--- src/rtl/regfile_fill_scan_if.sv ---
// Register file bus: write port, read ports, fill control and scan outputs.
// Master drives requests; slave (the register file) returns data and status.
interface regfile_fill_scan_if #(
  parameter int N   = 4,
  parameter int W   = 8,
  parameter int NRD = 2
);
  logic             we;
  logic [N-1:0]     addr_wr;
  logic [W-1:0]     data_wr;
  logic [NRD*N-1:0] rd_addr;
  logic [NRD*W-1:0] rd_data;
  logic             fill_start;
  logic             fill_busy;
  logic             fill_done;
  logic             scan_en;
  logic [N-1:0]     scan_addr;
  logic [W-1:0]     scan_data;

  modport master (
    output we, addr_wr, data_wr, rd_addr,
    output fill_start, scan_en,
    input  rd_data, fill_busy, fill_done,
    input  scan_addr, scan_data
  );

  modport slave (
    input  we, addr_wr, data_wr, rd_addr,
    input  fill_start, scan_en,
    output rd_data, fill_busy, fill_done,
    output scan_addr, scan_data
  );
endinterface

--- src/rtl/regfile_fill_scan.sv ---
// Register file with LFSR fill engine and display scan counter.
// Optional ZERO_REG_EN: reg[0] hard-wired to zero.
module regfile_fill_scan #(
  parameter int          N          = 4,
  parameter int          W          = 8,
  parameter int          NRD        = 2,
  parameter int          SCAN_TICKS = 100000000,
  parameter logic [W-1:0] LFSR_TAPS = 'hB8,
  parameter logic [W-1:0] LFSR_SEED = 'h01
) (
  input logic clk,
  input logic rst,
  regfile_fill_scan_if.slave bus
);
  localparam int D  = 1 << N;
  localparam int CW = (SCAN_TICKS > 1) ? $clog2(SCAN_TICKS) : 1;
  localparam logic [CW-1:0] TMAX = CW'(SCAN_TICKS - 1);
`ifdef ZERO_REG_EN
  localparam bit ZR = 1'b1;
`else
  localparam bit ZR = 1'b0;
`endif

  typedef enum logic [1:0] {
    S_IDLE,
    S_FILL,
    S_DONE
  } state_t;

  state_t         r_state;
  state_t         w_state_n;
  logic [N-1:0]   r_ptr;
  logic [W-1:0]   r_lfsr;
  logic [W-1:0]   w_lfsr_n;
  logic [W-1:0]   r_mem [D];
  logic [W-1:0]   w_mem [D];
  logic [CW-1:0]  r_scan_cnt;
  logic [N-1:0]   r_scan_addr;
  logic           w_fill_we;
  logic           w_ext_we;
  logic           w_last;

  assign w_last    = (r_ptr == N'(D - 1));
  assign w_fill_we = (r_state == S_FILL);
  assign w_ext_we  = bus.we && !w_fill_we;
  assign w_lfsr_n  = r_lfsr[0] ? ((r_lfsr >> 1) ^ LFSR_TAPS)
                               : (r_lfsr >> 1);

  always_comb begin
    w_state_n = r_state;
    unique case (r_state)
      S_IDLE:  if (bus.fill_start) w_state_n = S_FILL;
      S_FILL:  if (w_last) w_state_n = S_DONE;
      S_DONE:  w_state_n = S_IDLE;
      default: w_state_n = S_IDLE;
    endcase
  end

  always_ff @(posedge clk or posedge rst) begin
    if (rst) r_state <= S_IDLE;
    else     r_state <= w_state_n;
  end

  // lfsr only advances on fill writes, so back-to-back fills continue the sequence
  always_ff @(posedge clk or posedge rst) begin
    if (rst) begin
      r_ptr  <= '0;
      r_lfsr <= LFSR_SEED;
    end else if (w_fill_we) begin
      r_ptr  <= r_ptr + 1'b1;
      r_lfsr <= w_lfsr_n;
    end else begin
      r_ptr  <= '0;
    end
  end

  always_ff @(posedge clk or posedge rst) begin
    if (rst) begin
      for (int i = 0; i < D; i++) r_mem[i] <= '0;
    end else if (w_fill_we) begin
      if (!(ZR && r_ptr == '0)) r_mem[r_ptr] <= r_lfsr;
    end else if (w_ext_we) begin
      if (!(ZR && bus.addr_wr == '0))
        r_mem[bus.addr_wr] <= bus.data_wr;
    end
  end

  always_comb begin
    for (int i = 0; i < D; i++) w_mem[i] = r_mem[i];
    if (ZR) w_mem[0] = '0;
  end

  always_ff @(posedge clk or posedge rst) begin
    if (rst) begin
      r_scan_cnt  <= '0;
      r_scan_addr <= '0;
    end else if (!bus.scan_en) begin
      r_scan_cnt  <= '0;
    end else if (r_scan_cnt == TMAX) begin
      r_scan_cnt  <= '0;
      r_scan_addr <= r_scan_addr + 1'b1;
    end else begin
      r_scan_cnt  <= r_scan_cnt + 1'b1;
    end
  end

  for (genvar k = 0; k < NRD; k++) begin : g_rd
    assign bus.rd_data[k*W +: W] = w_mem[bus.rd_addr[k*N +: N]];
  end

  assign bus.fill_busy = (r_state == S_FILL);
  assign bus.fill_done = (r_state == S_DONE);
  assign bus.scan_addr = r_scan_addr;
  assign bus.scan_data = w_mem[r_scan_addr];
endmodule

--- src/flat_wrapper.sv ---
// flat-port wrapper written by rule: the top's interface ports become plain ports
module regfile_fill_scan_flat 
#(
  parameter int          N          = 4,
  parameter int          W          = 8,
  parameter int          NRD        = 2,
  parameter int          SCAN_TICKS = 100000000,
  parameter logic [W-1:0] LFSR_TAPS = 'hB8,
  parameter logic [W-1:0] LFSR_SEED = 'h01
)
  (clk, rst, bus_we, bus_addr_wr, bus_data_wr, bus_rd_addr, bus_fill_start, bus_scan_en, bus_rd_data, bus_fill_busy, bus_fill_done, bus_scan_addr, bus_scan_data);
  regfile_fill_scan_if #(.N(N), .W(W), .NRD(NRD)) bus_i ();
  input logic clk;
  input logic rst;
  input wire logic [$bits(bus_i.we)-1:0] bus_we;
  input wire logic [$bits(bus_i.addr_wr)-1:0] bus_addr_wr;
  input wire logic [$bits(bus_i.data_wr)-1:0] bus_data_wr;
  input wire logic [$bits(bus_i.rd_addr)-1:0] bus_rd_addr;
  input wire logic [$bits(bus_i.fill_start)-1:0] bus_fill_start;
  input wire logic [$bits(bus_i.scan_en)-1:0] bus_scan_en;
  output wire logic [$bits(bus_i.rd_data)-1:0] bus_rd_data;
  output wire logic [$bits(bus_i.fill_busy)-1:0] bus_fill_busy;
  output wire logic [$bits(bus_i.fill_done)-1:0] bus_fill_done;
  output wire logic [$bits(bus_i.scan_addr)-1:0] bus_scan_addr;
  output wire logic [$bits(bus_i.scan_data)-1:0] bus_scan_data;
  assign bus_i.we = bus_we;
  assign bus_i.addr_wr = bus_addr_wr;
  assign bus_i.data_wr = bus_data_wr;
  assign bus_i.rd_addr = bus_rd_addr;
  assign bus_i.fill_start = bus_fill_start;
  assign bus_i.scan_en = bus_scan_en;
  assign bus_rd_data = bus_i.rd_data;
  assign bus_fill_busy = bus_i.fill_busy;
  assign bus_fill_done = bus_i.fill_done;
  assign bus_scan_addr = bus_i.scan_addr;
  assign bus_scan_data = bus_i.scan_data;
  regfile_fill_scan #(.N(N), .W(W), .NRD(NRD), .SCAN_TICKS(SCAN_TICKS), .LFSR_TAPS(LFSR_TAPS), .LFSR_SEED(LFSR_SEED)) u_core (.clk(clk), .rst(rst), .bus(bus_i));
endmodule
--- config.mk ---
export PLATFORM = sky130hd
export DESIGN_NAME = regfile_fill_scan_flat
export DESIGN_NICKNAME = d
export VERILOG_FILES = /design/src/rtl/regfile_fill_scan_if.sv /design/src/rtl/regfile_fill_scan.sv /design/src/flat_wrapper.sv
export SDC_FILE = /design/constraint.sdc
export NUM_CORES = 1
export LEC_CHECK = 0
export CORE_ASPECT_RATIO = 0.9
export CORE_UTILIZATION = 39
export DETAILED_ROUTE_END_ITERATION = 6
export SLEW_MARGIN = 0
export SYNTH_ARGS = -nofsm -noshare
export SYNTH_HDL_FRONTEND = slang
export SYNTH_SLANG_ARGS = --single-unit
export TNS_END_PERCENT = 20
--- constraint.sdc ---
create_clock -name clk -period 12.21 [get_ports clk]
set_input_delay 1.8315 -clock clk [delete_from_list [all_inputs] [get_ports clk]]
set_output_delay 1.8315 -clock clk [all_outputs]
set_load 0.02 [all_outputs]
=== After elaboration in Yosys (flattened, before gate mapping) ===
Cells that the tools add are included.

* $lt $le $gt $ge: 7
* Eq/ne operators: 6
* Add/sub/neg operators: 3
* Reduce and logical (&&, ||, !) cells: 8
* Bitwise logic cells: 6
* Muxes and demuxes: 24

{| class="wikitable"
|+ Operators by type and width
! kind !! count
|-
| $bwmux W128 || 2
|-
| $mux W128 || 2
|-
| $bmux W8 S4 || 3
|-
| $mux W8 || 9
|-
| $demux W8 S4 || 2
|-
| $mux W27 || 2
|-
| $add A27 B1 Y27 const B || 1
|-
| $eq A27 B27 Y1 const B || 1
|-
| $ge A5 B5 Y1 const B || 5
|-
| $not A4 Y5 || 5
|-
| $lt A5 B1 Y1 const B || 2
|-
| $add A4 B1 Y4 const B || 2
|-
| $eq A4 B4 Y1 const B || 1
|-
| $mux W2 || 2
|-
| $mux W4 || 1
|-
| $ne A2 B2 Y1 const B || 2
|-
| $not A3 Y4 || 1
|-
| $pmux W2 S2 || 1
|-
| $reduce_and A2 Y1 || 2
|-
| $logic_and A1 B1 Y1 || 3
|-
| $eq A2 B1 Y1 const B || 1
|-
| $eq A2 B2 Y1 const B || 1
|-
| $logic_not A2 Y1 || 1
|-
| $reduce_bool A2 Y1 || 1
|-
| $logic_not A1 Y1 || 1
|}

* Bits in registers: 173
* Bits of input ports: 25
* Output and inout port bits: 30
* Word-level logic and storage cells: 75

=== Longest topological paths before layout ===
* Depth after elaboration: 8
* Mapped depth: 7

=== Least setup slack after synthesis ===
Ideal clock, no wire load.

* Kind: input port to output port
* Start point: in bus_rd_addr[4]
* End point: out bus_rd_data[15]
* Slack: 6688 ps
* Arrival time: 3690 ps
* Stages: 4
* Required time: 10378 ps
* Path through: clkbuf_1 -> buf_1 -> mux4_2 -> mux4_2

* Word-level cells in the longest chain between the ends: 4

{| class="wikitable"
|+ RTL lines
! what !! RTL line !! text
|-
| start, declared || flat_wrapper.sv:18 || <nowiki>input wire logic [$bits(bus_i.rd_addr)-1:0] bus_rd_addr;</nowiki>
|-
| $not A4 Y5 (not written as such) || regfile_fill_scan.sv:108 || <nowiki>assign bus.rd_data[k*W +: W] = w_mem[bus.rd_addr[k*N +: N]];</nowiki>
|-
| $bmux W8 S4 || regfile_fill_scan.sv:108 ||
|-
| $mux W8 (not written as such) (2 in a row) || regfile_fill_scan.sv:108 ||
|-
| end, declared || flat_wrapper.sv:21 || <nowiki>output wire logic [$bits(bus_i.rd_data)-1:0] bus_rd_data;</nowiki>
|}

No other way between the ends. The select of a mux whose other input is x is not followed.

=== Worst setup path in the final report ===
* Start point: in bus_rd_addr[4]
* End point: out bus_rd_data[10]

The elaborated chain is that of the path after synthesis.

==> metrics.md <==
| Metric | Value |
|---|---|
| Die H | `163 µm` |
| Synth warn | `0` |
| First-pass GRT wire length | `58300 µm` |
| Initial antenna violation count | `0` |
| Ys flop type | `dfrtp_1` |
| Peak Freq | `160 MHz` |
| Share of the synthesized area in the top cell type | `38.4%` |
| Util after Layout | `44.8%` |
| Status | `completed` |
| Cell with the most instances after synthesis | `dfrtp_1` |
| Critical-path maximum fanout | `32` |
| Starting DRT DRC Count | `1571` |
| Rows | `58` |
| Crit path time final | `6250 ps` |
| Internal power | `1490 µW` |
| Vias in the first global route | `8915` |
| Pre-CTS WS | `5960 ps` |
| Htree depth | `4` |
| Placer congestion estimate | `0.883` |
| Overall Global Routing Usage | `27.0%` |
| Crit path DAT | `4410 ps` |
| P&R area growth vs syn | `12.2%` |
| Final hold vios | `0` |
| Ant diodes | `0` |
| Max Root-Sink Buffers | `2` |
| Critical path startpoint category | `primary input` |
| Area occupied by multi-input gates | `6520 µm²` |
| Post-synthesis sequential area ratio | `38.6%` |
| FF-to-FF Start | `u_core.r_state[0]$_DFFE_PP0P_` |
| Yosys reg bits | `173` |
| RSZ-0062 raised after global routing | `false` |
| Largest family of logic cells by synthesized area | `multiplexers` |
| Final Skew | `11.3 ps` |
| Worst-margin pin slew | `1200 ps` |
| Mean Syn Cell Area | `11.9 µm²` |
| Vias | `9303` |
| Antenna Violating Nets Remaining | `0` |
| Post-CTS Setup Inserts | `0` |
| Io pins | `55` |
| Initial core utilization | `39.9%` |
| Switch share | `38.0%` |
| P_sw | `917 µW` |
| Synth top area cells | `dfrtp_1, mux4_2, mux2_2` |
| Netlist cell types | `48` |
| Simple-gate portion of the synthesized area | `8.60%` |
| Min-delay src | `u_core.r_state[1]$_DFFE_PP0P_` |
| Number of synthesized flops with an enable pin | `0` |
| Clk pwr share | `24.8%` |
| CTS root buffer | `clkbuf_16` |
| Worst-skew pair later-pin latency | `440 ps` |
| Required @ worst endpoint | `10380 ps` |
| Pwr dens | `192 nW/µm²` |
| Layout cells sized above 1 | `30.1%` |
| Adder-Cell Fraction of Synth Area | `0.670%` |
| Clock sinks | `173` |
| Complex-gate fraction of the synthesized area | `12.9%` |
| Total power | `2410 µW` |
| Total gr overflow | `0` |
| Die area | `29400 µm²` |
| Max-slew violations | `0` |
| Hold Buf Count CTS | `0` |
| Ys async rst share | `100%` |
| Post-synthesis xor/xnor area fraction | `1.56%` |
| Crit. End Element | `primary output` |
| Reg power frac | `39.4%` |
| CTS buffer count | `17` |
| Clock transition time at the flip-flop clock pins of the worst setup and hold paths | `70 ps` |
| Commonest cells post-synth | `dfrtp_1, mux2_2, o22ai_1` |
| P_leak | `0.00475 µW` |
| Post-DP HPWL | `25500 µm` |
| Slew HR | `20.2%` |
| Die width | `181 µm` |
| Peak VDD IR | `0.0000966 V` |
| Largest net degree at the start of global routing | `104` |
| PortBufs | `54` |
| Syn Inst Count | `944` |
| WL final | `38400 µm` |
| Post-CTS Resized | `0` |
| Number of max-cap violations | `0` |
| Final worst path period share | `51.2%` |
| CTS tree | `built` |
| Final setup fails | `0` |
| # DRC | `0` |
| Setup TNS | `0 ps` |
| Via-per-instance ratio | `7.06` |
| Min-Delay Path Class | `reg -> reg` |
| Worst setup startpoint | `bus_rd_addr[4]` |
| Comb power frac | `35.8%` |
| # fillers | `2606` |
| DRT Pass-1 Iters | `6` |
| CP Class | `in -> out` |
| Final worst slack | `5960 ps` |
| Register area | `4330 µm²` |
| Area leader, netlist | `dfrtp_1` |
| Core Region | `28100 µm²` |
| # nets final | `976` |
| Mux contribution to synthesized area | `34.4%` |
| WL/cell | `29.1 µm` |
| Synthesized area | `11200 µm²` |
| Syn_nets | `975` |
## cell families (layout without fill, tap and decap cells)
logic type	Yosys count	count (layout)
AO/OA/AOI/OAI	204	204
XOR/XNOR	20	20
adder cells (fa/ha/maj)	6	6
buffers and inverters	94	108
flip-flops	173	173
multiplexers	250	250
AND/OR/NAND/NOR	197	197
## state kept, by name (all words and copies together) (netlist names)
name,flops
u_core.r_state,2
u_core.bus.scan_addr,4
u_core.r_scan_cnt,27
u_core.r_mem,128
u_core.r_ptr,4
u_core.r_lfsr,8
## path summary, 6_finish.rpt
path | depth (start not counted) | to | slack [ps]
max reg2reg | 5 | u_core.r_mem[57]$_DFFE_PP0P_ | 9140
min in group asynchronous | 2 | u_core.r_state[0]$_DFFE_PP0P_ | 1980
max in group asynchronous | 3 | u_core.bus.scan_addr[0]$_DFFE_PP0P_ | 8690
max | 4 | bus_rd_data[10] | 5960
min reg2reg | 1 | u_core.r_state[0]$_DFFE_PP0P_ | 440
min | 1 | u_core.r_state[0]$_DFFE_PP0P_ | 440
## cell type report
| class | instances | area share (%) |
|---|---|---|
| clock buffer | 17 | 3.38 |
| tap | 360 | 3.58 |
| sequential | 173 | 34.4 |
| inverter | 16 | 0.517 |
| multi-input combinational | 677 | 51.8 |
| timing repair buffer | 60 | 4.50 |
| clock inverter | 15 | 1.74 |
## per-stage QoR
step / hold WS [ps] / std cells / area (µm²)
finish: 439 / 1318 / 12600
global placement: 428 / 1286 / 11900
floorplan: 409 / 944 / 11200
detailed placement: 435 / 1286 / 11900
global route: 454 / 1318 / 12600
CTS: 444 / 1318 / 12600
## power by group through the flow
stage	clock network, µW	logic [µW]	registers [µW]
after detailed placement	0	850	945
final	597	863	950
after global routing	631	907	965
after global placement	0	836	936
after CTS	606	852	934
after floorplan	0	591	829
## cells in the final DEF, fill, tap and decap left out, types with 7 or more instances in the layout
master,netlist,final
clkdlybuf4s50_1,0,50
mux2_2,121,121
nor2_1,29,29
o21ai_0,14,14
or4_1,8,8
nor3_1,7,7
dfrtp_1,172,171
nand3_1,20,20
nor2b_1,8,8
clkbuf_16,0,17
o221ai_1,12,12
xnor2_1,14,14
a22oi_1,8,8
o22ai_2,15,15
mux4_2,96,96
nand4_1,10,10
o22ai_1,120,120
a221oi_1,16,16
mux2i_1,33,33
nand2_1,85,85
inv_1,14,13
## worst max-delay path, cell delays in order
cell             delay [ps]
buf_2                   880
mux4_2                  610
mux4_2                  520
clkdlybuf4s50_1         570
## metal layers
layer	vias to the layer above	share of wire, %	global-route usage [%]
li1	3774	-	-
met1	4787	42	39.4
met2	636	42	38.3
met3	106	12	6.10
met4	0	4.1	11.3
met5	-	0	0
Note: power is estimated with default switching activity, not from simulation.
